File: src/rtl/key_pkg.sv
// Shared definitions for the key debounce filter and the bounce generator.
package key_pkg;

  // Filter FSM encoding: two idle levels and two judging windows.
  typedef enum logic [1:0] {
    IDLE_UP = 2'd0,
    FILT_DN = 2'd1,
    IDLE_DN = 2'd2,
    FILT_UP = 2'd3
  } key_state_e;

  // Clock and timing constants (20 MHz system clock).
  localparam int unsigned CLK_HZ = 20_000_000;
  localparam int unsigned T10MS  = 200000;
  localparam int unsigned T8MS   = 160000;

  // The edge count reported downstream saturates here.
  localparam logic [3:0] ECNT_MAX = 4'd15;

  // Saturating increment for the 4-bit edge counter.
  function automatic logic [3:0] sat_inc(input logic [3:0] v);
    return (v == ECNT_MAX) ? v : v + 4'd1;
  endfunction

endpackage

File: src/rtl/key_sync_module.sv
// Three-flop synchronizer with edge detect on the synchronized level.
// Flops preset to 1 (released) so a key held low through reset still
// produces an edge once reset is released.
module key_sync_module (
  input  logic clk,
  input  logic rst_n,
  input  logic in_sig,
  output logic sync_lvl,
  output logic edge_seen
);

  logic f1;
  logic f2;
  logic f3;

  // Shift the raw line through three flops; f1/f2 settle metastability.
  always_ff @(posedge clk or negedge rst_n) begin
    if (!rst_n) begin
      f1 <= 1'b1;
      f2 <= 1'b1;
      f3 <= 1'b1;
    end else begin
      f1 <= in_sig;
      f2 <= f1;
      f3 <= f2;
    end
  end

  assign sync_lvl  = f2;
  assign edge_seen = f2 ^ f3;

endmodule

File: src/rtl/key_debounce_module.sv
// Debounce filter for an active-low key: clean level, press/release
// strobes and a count of edges seen inside each completed window.
// Any edge inside a window restarts the full stability count; the
// window closes after T_STABLE quiet cycles and accepts the level only
// if it differs from the current debounced level.
module key_debounce_module
  import key_pkg::*;
#(
  parameter int unsigned T_STABLE = T10MS,
  parameter int unsigned CNT_W    = 18
) (
  input  logic       clk,
  input  logic       rst_n,
  input  logic       in_sig,
  output logic       key_level,
  output logic       press_pulse,
  output logic       release_pulse,
  output logic [3:0] bounce_cnt,
  output key_state_e dbg_state
);

  localparam logic [CNT_W-1:0] CNT_LAST = CNT_W'(T_STABLE - 1);

  logic             f2;
  logic             edge_seen;
  key_state_e       state;
  key_state_e       state_n;
  logic [CNT_W-1:0] cnt;
  logic [CNT_W-1:0] cnt_n;
  logic [3:0]       ecnt;
  logic [3:0]       ecnt_n;
  logic             level_n;
  logic             press_n;
  logic             release_n;
  logic [3:0]       bounce_n;

  key_sync_module u_sync (
    .clk       (clk),
    .rst_n     (rst_n),
    .in_sig    (in_sig),
    .sync_lvl  (f2),
    .edge_seen (edge_seen)
  );

  // State, counters and registered outputs.
  always_ff @(posedge clk or negedge rst_n) begin
    if (!rst_n) begin
      state         <= IDLE_UP;
      cnt           <= '0;
      ecnt          <= '0;
      key_level     <= 1'b1;
      press_pulse   <= 1'b0;
      release_pulse <= 1'b0;
      bounce_cnt    <= '0;
    end else begin
      state         <= state_n;
      cnt           <= cnt_n;
      ecnt          <= ecnt_n;
      key_level     <= level_n;
      press_pulse   <= press_n;
      release_pulse <= release_n;
      bounce_cnt    <= bounce_n;
    end
  end

  // Next-state logic; an edge always beats a decision in the same cycle.
  always_comb begin
    state_n   = state;
    cnt_n     = cnt;
    ecnt_n    = ecnt;
    level_n   = key_level;
    press_n   = 1'b0;
    release_n = 1'b0;
    bounce_n  = bounce_cnt;
    case (state)
      IDLE_UP, IDLE_DN: begin
        if (edge_seen) begin
          state_n = (state == IDLE_UP) ? FILT_DN : FILT_UP;
          cnt_n   = '0;
          ecnt_n  = 4'd1;
        end
      end
      FILT_DN, FILT_UP: begin
        if (edge_seen) begin
          cnt_n  = '0;
          ecnt_n = sat_inc(ecnt);
        end else if (cnt == CNT_LAST) begin
          bounce_n = ecnt;
          if (state == FILT_DN) begin
            if (!f2) begin
              state_n = IDLE_DN;
              level_n = 1'b0;
              press_n = 1'b1;
            end else begin
              state_n = IDLE_UP;
            end
          end else begin
            if (f2) begin
              state_n   = IDLE_UP;
              level_n   = 1'b1;
              release_n = 1'b1;
            end else begin
              state_n = IDLE_DN;
            end
          end
        end else begin
          cnt_n = cnt + CNT_W'(1);
        end
      end
      default: state_n = IDLE_UP;
    endcase
  end

  assign dbg_state = state;

endmodule

File: config.mk
export PLATFORM = sky130hd
export DESIGN_NAME = key_debounce_module
export DESIGN_NICKNAME = d
export VERILOG_FILES = /design/src/rtl/key_pkg.sv /design/src/rtl/key_sync_module.sv /design/src/rtl/key_debounce_module.sv
export SDC_FILE = /design/constraint.sdc
export NUM_CORES = 1
export LEC_CHECK = 0
export CAP_MARGIN = 10
export CORE_MARGIN = 3
export CORE_UTILIZATION = 49
export CTS_CLUSTER_SIZE = 30
export DETAILED_ROUTE_END_ITERATION = 12
export PLACE_DENSITY = 0.65
export SLEW_MARGIN = 20
export SYNTH_ARGS = -nofsm -noshare
export SYNTH_HDL_FRONTEND = slang
export SYNTH_SLANG_ARGS = --single-unit
export TNS_END_PERCENT = 20
File: constraint.sdc
create_clock -name clk -period 2.4 [get_ports clk]
set_input_delay 0.24 -clock clk [delete_from_list [all_inputs] [get_ports clk]]
set_output_delay 0.24 -clock clk [all_outputs]
set_load 0.01 [all_outputs]
==> flow_metrics.env, run 1 <==
export IMPL_outcome="finished clean"
export IMPL_postRouteWirelength_um=3162
export IMPL_rr_worst_depth=5
export IMPL_cts_resized=0
export IMPL_dpl_instance_area_um2=1809
export IMPL_fp_dieW_um=63.95
export IMPL_synth_area_um2=1645
export IMPL_final_layout_size_suffix_gt1_frac=0.1160
export IMPL_cts_path_max_buffers=2
export IMPL_fin_worst_skew_ns=0.01099
export IMPL_die_h_um=63.95
export IMPL_ctsRootBufferMaster="clkbuf_4"
export IMPL_synth_cells=163
export IMPL_worstPathArrival_ns=2.41
export IMPL_antenna_found_initial=0
export IMPL_crit_start="cnt[0]$_DFFE_PN0P_"
export IMPL_slew_viol_final=0
export IMPL_synth_seq_cells=34
export IMPL_cts_hold_buffers_added=0
export IMPL_avgViaCountPerCell=5.644
export IMPL_num_vias=1270
export IMPL_synth_edff_count=0
export IMPL_cts_made_buffers=5
export IMPL_postLayoutCellArea_um2=1861
export IMPL_yosys_top_cells_area="dfrtp_1 46%, dfstp_2 6.4%, xor2_1 4.3%"
export IMPL_hold_class="in -> async"
export IMPL_gp_congestion=0.7898
export IMPL_synth_cell_type_count=36
export IMPL_syn_num_nets=168
export IMPL_finalCritPeriodShare=0.9066
export IMPL_synth_async_sr_flop_share=1.000
export IMPL_post_drt_wl_per_cell_um=14.05
export IMPL_drt_iter0_markers=61
export IMPL_clock_latency_ns=0.34
export IMPL_grt_pass1_wl_um=5423
export IMPL_grt_pass1_vias=1207
export IMPL_cp_required_ns=2.63
export IMPL_die_area_um2=4089
export IMPL_cts_setup_buffers=0
export IMPL_io_pins=12
export IMPL_synth_most_common_cell="dfrtp_1"
export IMPL_hold_viol=0
export IMPL_initial_utilization=0.5260
export IMPL_p_per_area_nw_per_um2=608.2
export IMPL_tightest_slew_ns=0.5169
export IMPL_coreArea_um2=3128
export IMPL_start_kind="flip-flop"
export IMPL_synth_top_area_frac=0.4563
export IMPL_reg2reg_from="cnt[0]$_DFFE_PN0P_"
export IMPL_synth_area_leader_cell="dfrtp_1"
export IMPL_cts_tree="yes"
export IMPL_grt_setup_unrepaired="false"
export IMPL_clk_pin_slew_ns=0.11
export IMPL_drtPass1Iterations=4
export IMPL_ys_flop_type="dfrtp_1"
export IMPL_worstSetupEndpoint="bounce_cnt[3]$_DFFE_PN0P_"
export IMPL_slew_headroom=0.6537
export IMPL_dp_hpwl_um=2241
export IMPL_pre_cts_slack_ns=0.2237
export IMPL_crit_type="reg -> reg"
export IMPL_yosysSeqAreaShare=0.5202
export IMPL_drv_cap=0
export IMPL_setup_viol=0
export IMPL_io_buffers=11
export IMPL_yosys_warnings=0
export IMPL_regToRegEndpoint="bounce_cnt[3]$_DFFE_PN0P_"
export IMPL_p_leak_nw=0.7829
export IMPL_h_tree_depth=2
export IMPL_grt_ovfl_total=0
export IMPL_finalSetupTns_ns=0
export IMPL_crit_fanout=8
export IMPL_grt_usage=0.1697
export IMPL_row_count=20
export IMPL_fin_ws_ns=0.2242
export IMPL_grt_max_degree=35
export IMPL_area_growth_pct=13.08
export IMPL_ir_drop_v=0.0002951
export IMPL_max_clock_freq_ghz=0.4596
export IMPL_post_route_drc_count=0
export IMPL_postRouteAntennaNets=0
export IMPL_yosys_top_cells_count="30 x dfrtp_1, 15 x nand2_1, 14 x nor2_1, 12 x a21oi_1, 11 x o21ai_0"
export IMPL_syn_area_per_cell_um2=10.09
export IMPL_cts_sinks=34
export IMPL_final_nets=185
export IMPL_end_kind="flip-flop"
export IMPL_n_antenna_cell=0
export IMPL_fin_crit_ns=2.176
export IMPL_r2r_slack_ns=0.22
-- metrics by stage --
stage               hold slack (ns)  total power, mW  cells    util
floorplan                  -0.05559           0.7911    163       -
global placement             0.3508           0.8380    217  0.5784
detailed placement           0.3475           0.8464    217  0.5784
CTS                          0.3037            1.147    225  0.5948
global route                 0.2897            1.206    225  0.5948
finish                       0.2891            1.132    225  0.5948
-- placed cells by master, fill, tap and decap left out, types with 5 or more instances in the layout --
| cell type | n |
|---|---|
| dfrtp_1 | 30 |
| nand2_1 | 15 |
| nor2_1 | 14 |
| a21oi_1 | 12 |
| o21ai_0 | 11 |
| clkdlybuf4s50_1 | 11 |
| nand3_1 | 10 |
| xor2_1 | 8 |
| nand4_1 | 5 |
| o21a_1 | 5 |
| clkbuf_4 | 5 |
-- state kept, by name, summed over array words and instances (netlist names), named ones only --
signal,cells
cnt,18
u_sync.f1,1
release_pulse,1
u_sync.f3,1
press_pulse,1
u_sync.sync_lvl,1
bounce_cnt,4
ecnt,4
dbg_state,1
key_level,1
-- worst min-delay path by stage --
| stage | endpoint | slack [ns] | cells after the start | from |
|---|---|---|---|---|
| 4_1_cts | ecnt[3]$_DFFE_PN0P_ | 0.30 | 2 | rst_n |
| 3_3_place_gp | u_sync.sync_lvl$_DFF_PN1_ | 0.35 | 0 | u_sync.f1$_DFF_PN1_ |
| 3_5_place_dp | u_sync.sync_lvl$_DFF_PN1_ | 0.35 | 0 | u_sync.f1$_DFF_PN1_ |
| 2_1_floorplan | asynchronous set/reset pin | -0.06 | 0 | rst_n |
| 6_report | ecnt[3]$_DFFE_PN0P_ | 0.29 | 2 | rst_n |
| 5_1_grt | u_sync.f1$_DFF_PN1_ | 0.29 | 1 | in_sig |
-- final cells by class --
cell class                 instances  area [um^2]
fill                             270         1267
sequential                        34        855.8
multi-input combinational        120        743.2
timing repair buffer              15        140.1
tap                               44        55.05
clock buffer                       6        41.29
inverter                           4        15.01
clock inverter                     2        10.01
-- metal layers --
| metal | vias to the layer above | track usage | routed length [um] | part of all wire |
|---|---|---|---|---|
| li1 | 619 | - | - | - |
| met1 | 622 | 0.2030 | 1486 | 0.47 |
| met2 | 23 | 0.2826 | 1513 | 0.48 |
| met3 | 6 | 0.06151 | 121 | 0.038 |
| met4 | 0 | 0.05391 | 41 | 0.013 |
| met5 | - | 0 | 0 | 0 |
-- where the power goes --
group          internal [mW]  switching, mW
sequential             0.618         0.0536
clock                  0.111          0.186
combinational         0.0723         0.0910
total                  0.802          0.330
-- critical path: stages, from the launching register on --
cell and delay, ns:
dfrtp_1 0.41, ha_1 0.20, nand3_1 0.15, or3b_1 0.44
or3_1 0.52, mux2_4 0.35
-- cell families after synthesis --
| group | share of synthesized area |
|---|---|
| adders and majority gates | 0.01521 |
| buffers and inverters | 0.02813 |
| DFF | 0.5202 |
| xor gates and xnor gates | 0.05780 |
| and+or+nand+nor | 0.2274 |
| muxes | 0.02737 |
| AOI/OAI and AO/OA | 0.1240 |
No activity file was read; power rests on OpenSTA's default activity.
==> run 2, diff against run 1 <==
--- a/config.mk
+++ b/config.mk
@@ -5,12 +5,14 @@
 export SDC_FILE = /design/constraint.sdc
 export NUM_CORES = 1
 export LEC_CHECK = 0
-export CAP_MARGIN = 10
+export CAP_MARGIN = 20
 export CORE_MARGIN = 3
 export CORE_UTILIZATION = 49
 export CTS_CLUSTER_SIZE = 30
 export DETAILED_ROUTE_END_ITERATION = 12
-export PLACE_DENSITY = 0.65
+export DONT_BUFFER_PORTS = 1
+export GPL_ROUTABILITY_DRIVEN = 0
+export PLACE_DENSITY = 0.6
 export SLEW_MARGIN = 20
 export SYNTH_ARGS = -nofsm -noshare
 export SYNTH_HDL_FRONTEND = slang
==> flow_metrics.env, run 2 (synthesized netlist as in run 1, its figures left out) <==
export IMPL_avgViaCountPerCell=5.535
export IMPL_crit_start="cnt[0]$_DFFE_PN0P_"
export IMPL_ir_drop_v=0.0003701
export IMPL_layout_commonest_cell="dfrtp_1"
export IMPL_cp_required_ns=2.63
export IMPL_postRouteWirelength_um=3199
export IMPL_dpl_instance_area_um2=1699
export IMPL_crit_path_top_delay_cell="or3_1"
export IMPL_cts_tree="yes"
export IMPL_cts_setup_buffers=0
export IMPL_p_leak_nw=0.7652
export IMPL_grt_pass1_wl_um=5796
export IMPL_total_power_mw=1.167
export IMPL_drv_cap=0
export IMPL_finalCritPeriodShare=0.9127
export IMPL_start_kind="flip-flop"
export IMPL_io_buffers=0
export IMPL_initial_utilization=0.5260
export IMPL_final_cell_mix="30 x dfrtp_1, 15 x nand2_1, 14 x nor2_1, 12 x a21oi_1, 11 x o21ai_0"
export IMPL_end_kind="flip-flop"
export IMPL_postRouteAntennaNets=0
export IMPL_fin_crit_ns=2.191
export IMPL_postLayoutCellArea_um2=1799
export IMPL_setup_viol=0
export IMPL_largest_reg_flops=18
export IMPL_top_register="cnt"
export IMPL_grt_usage=0.1821
export IMPL_r2r_slack_ns=0.21
export IMPL_path_cells="ha_1 > nand3_1 > or3b_1 > or3_1 > mux2_4"
export IMPL_row_count=20
export IMPL_ctsRootBufferMaster="clkbuf_4"
export IMPL_cts_sinks=34
export IMPL_utilization=0.5752
export IMPL_seqCellArea_um2=855.8
export IMPL_n_antenna_cell=0
export IMPL_io_pins=12
export IMPL_grt_setup_unrepaired="false"
export IMPL_reg2reg_from="cnt[0]$_DFFE_PN0P_"
export IMPL_final_nets=177
export IMPL_coreArea_um2=3128
export IMPL_die_area_um2=4089
export IMPL_rr_worst_depth=5
export IMPL_area_growth_pct=9.354
export IMPL_fin_worst_skew_ns=0.007745
export IMPL_cts_path_max_buffers=2
export IMPL_worstPathArrival_ns=2.42
export IMPL_clock_latency_ns=0.33
export IMPL_crit_fanout=8
export IMPL_slew_viol_final=0
export IMPL_dp_hpwl_um=2164
export IMPL_cts_made_buffers=5
export IMPL_clk_pin_slew_ns=0.10
export IMPL_drtPass1Iterations=4
export IMPL_p_per_area_nw_per_um2=648.8
export IMPL_max_clock_freq_ghz=0.4565
export IMPL_num_vias=1201
export IMPL_fp_dieW_um=63.95
export IMPL_tightest_slew_ns=0.4851
export IMPL_post_route_drc_count=0
export IMPL_grt_ovfl_total=0
export IMPL_finalSetupTns_ns=0
export IMPL_outcome="finished clean"
export IMPL_worstSetupEndpoint="bounce_cnt[2]$_DFFE_PN0P_"
export IMPL_post_drt_wl_per_cell_um=14.74
export IMPL_grt_pass1_vias=1224
export IMPL_grt_max_degree=35
export IMPL_slowest_delay_ns=0.53
export IMPL_drt_iter0_markers=120
export IMPL_multiInputGateArea_um2=743.2
export IMPL_hold_viol=0
export IMPL_antenna_found_initial=0
export IMPL_die_h_um=63.95
export IMPL_regToRegEndpoint="bounce_cnt[2]$_DFFE_PN0P_"
export IMPL_fillers=281
export IMPL_h_tree_depth=2
export IMPL_largest_registers="cnt x18, bounce_cnt x4, ecnt x4"
export IMPL_slew_headroom=0.6750
export IMPL_final_layout_size_suffix_gt1_frac=0.1272
export IMPL_hold_class="in -> async"
export IMPL_hold_slack_ns=0.3488
export IMPL_crit_type="reg -> reg"
run 2: layout make-up:
cell class | instances | share of cell area
sequential | 34 | 0.4757
multi-input combinational | 120 | 0.4131
timing repair buffer | 7 | 0.03894
clock buffer | 7 | 0.03060
tap | 44 | 0.03060
inverter | 4 | 0.008345
clock inverter | 1 | 0.002782
run 2: how the worst min path moves through the flow:
stage	to	slack, ns
global placement	cnt[2]$_DFFE_PN0P_	-0.05
CTS	bounce_cnt[0]$_DFFE_PN0P_	0.34
global route	cnt[6]$_DFFE_PN0P_	0.36
floorplan	asynchronous set/reset pin	-0.06
finish	cnt[7]$_DFFE_PN0P_	0.35
detailed placement	cnt[2]$_DFFE_PN0P_	-0.05
run 2: worst max-delay path, delay by kind of cell, from the launching register on:
family        cells  cell delay [ns]
fa+ha+maj         1             0.20
simple gates      3             1.14
mux               1             0.35
flops             1             0.40
run 2: repair_timing:
action                    4_1_cts  5_1_grt
hold buffers                    3        0
hold endpoints to repair       35        0
resized for setup               0        0
run 2: power breakdown:
part | total (mW) | switching, mW | internal (mW)
clock | 0.328 | 0.186 | 0.142
combinational | 0.168 | 0.0932 | 0.0744
sequential | 0.671 | 0.0536 | 0.618
total | 1.17 | 0.333 | 0.834
run 2: layer usage:
layer | vias to the layer above | routed length (um) | GRT usage
met5 | - | 0 | 0
met2 | 16 | 1505 | 0.2761
met3 | 5 | 97 | 0.04394
li1 | 603 | - | -
met1 | 577 | 1566 | 0.2494
met4 | 0 | 29 | 0.07278
run 2: metrics by stage:
stage / setup WS, ns / instances
after global placement: 0.2522 / 206
final: 0.2095 / 217
after CTS: 0.2215 / 217
after global routing: 0.06708 / 217
after floorplan: 0.3942 / 163
after detailed placement: 0.2309 / 206
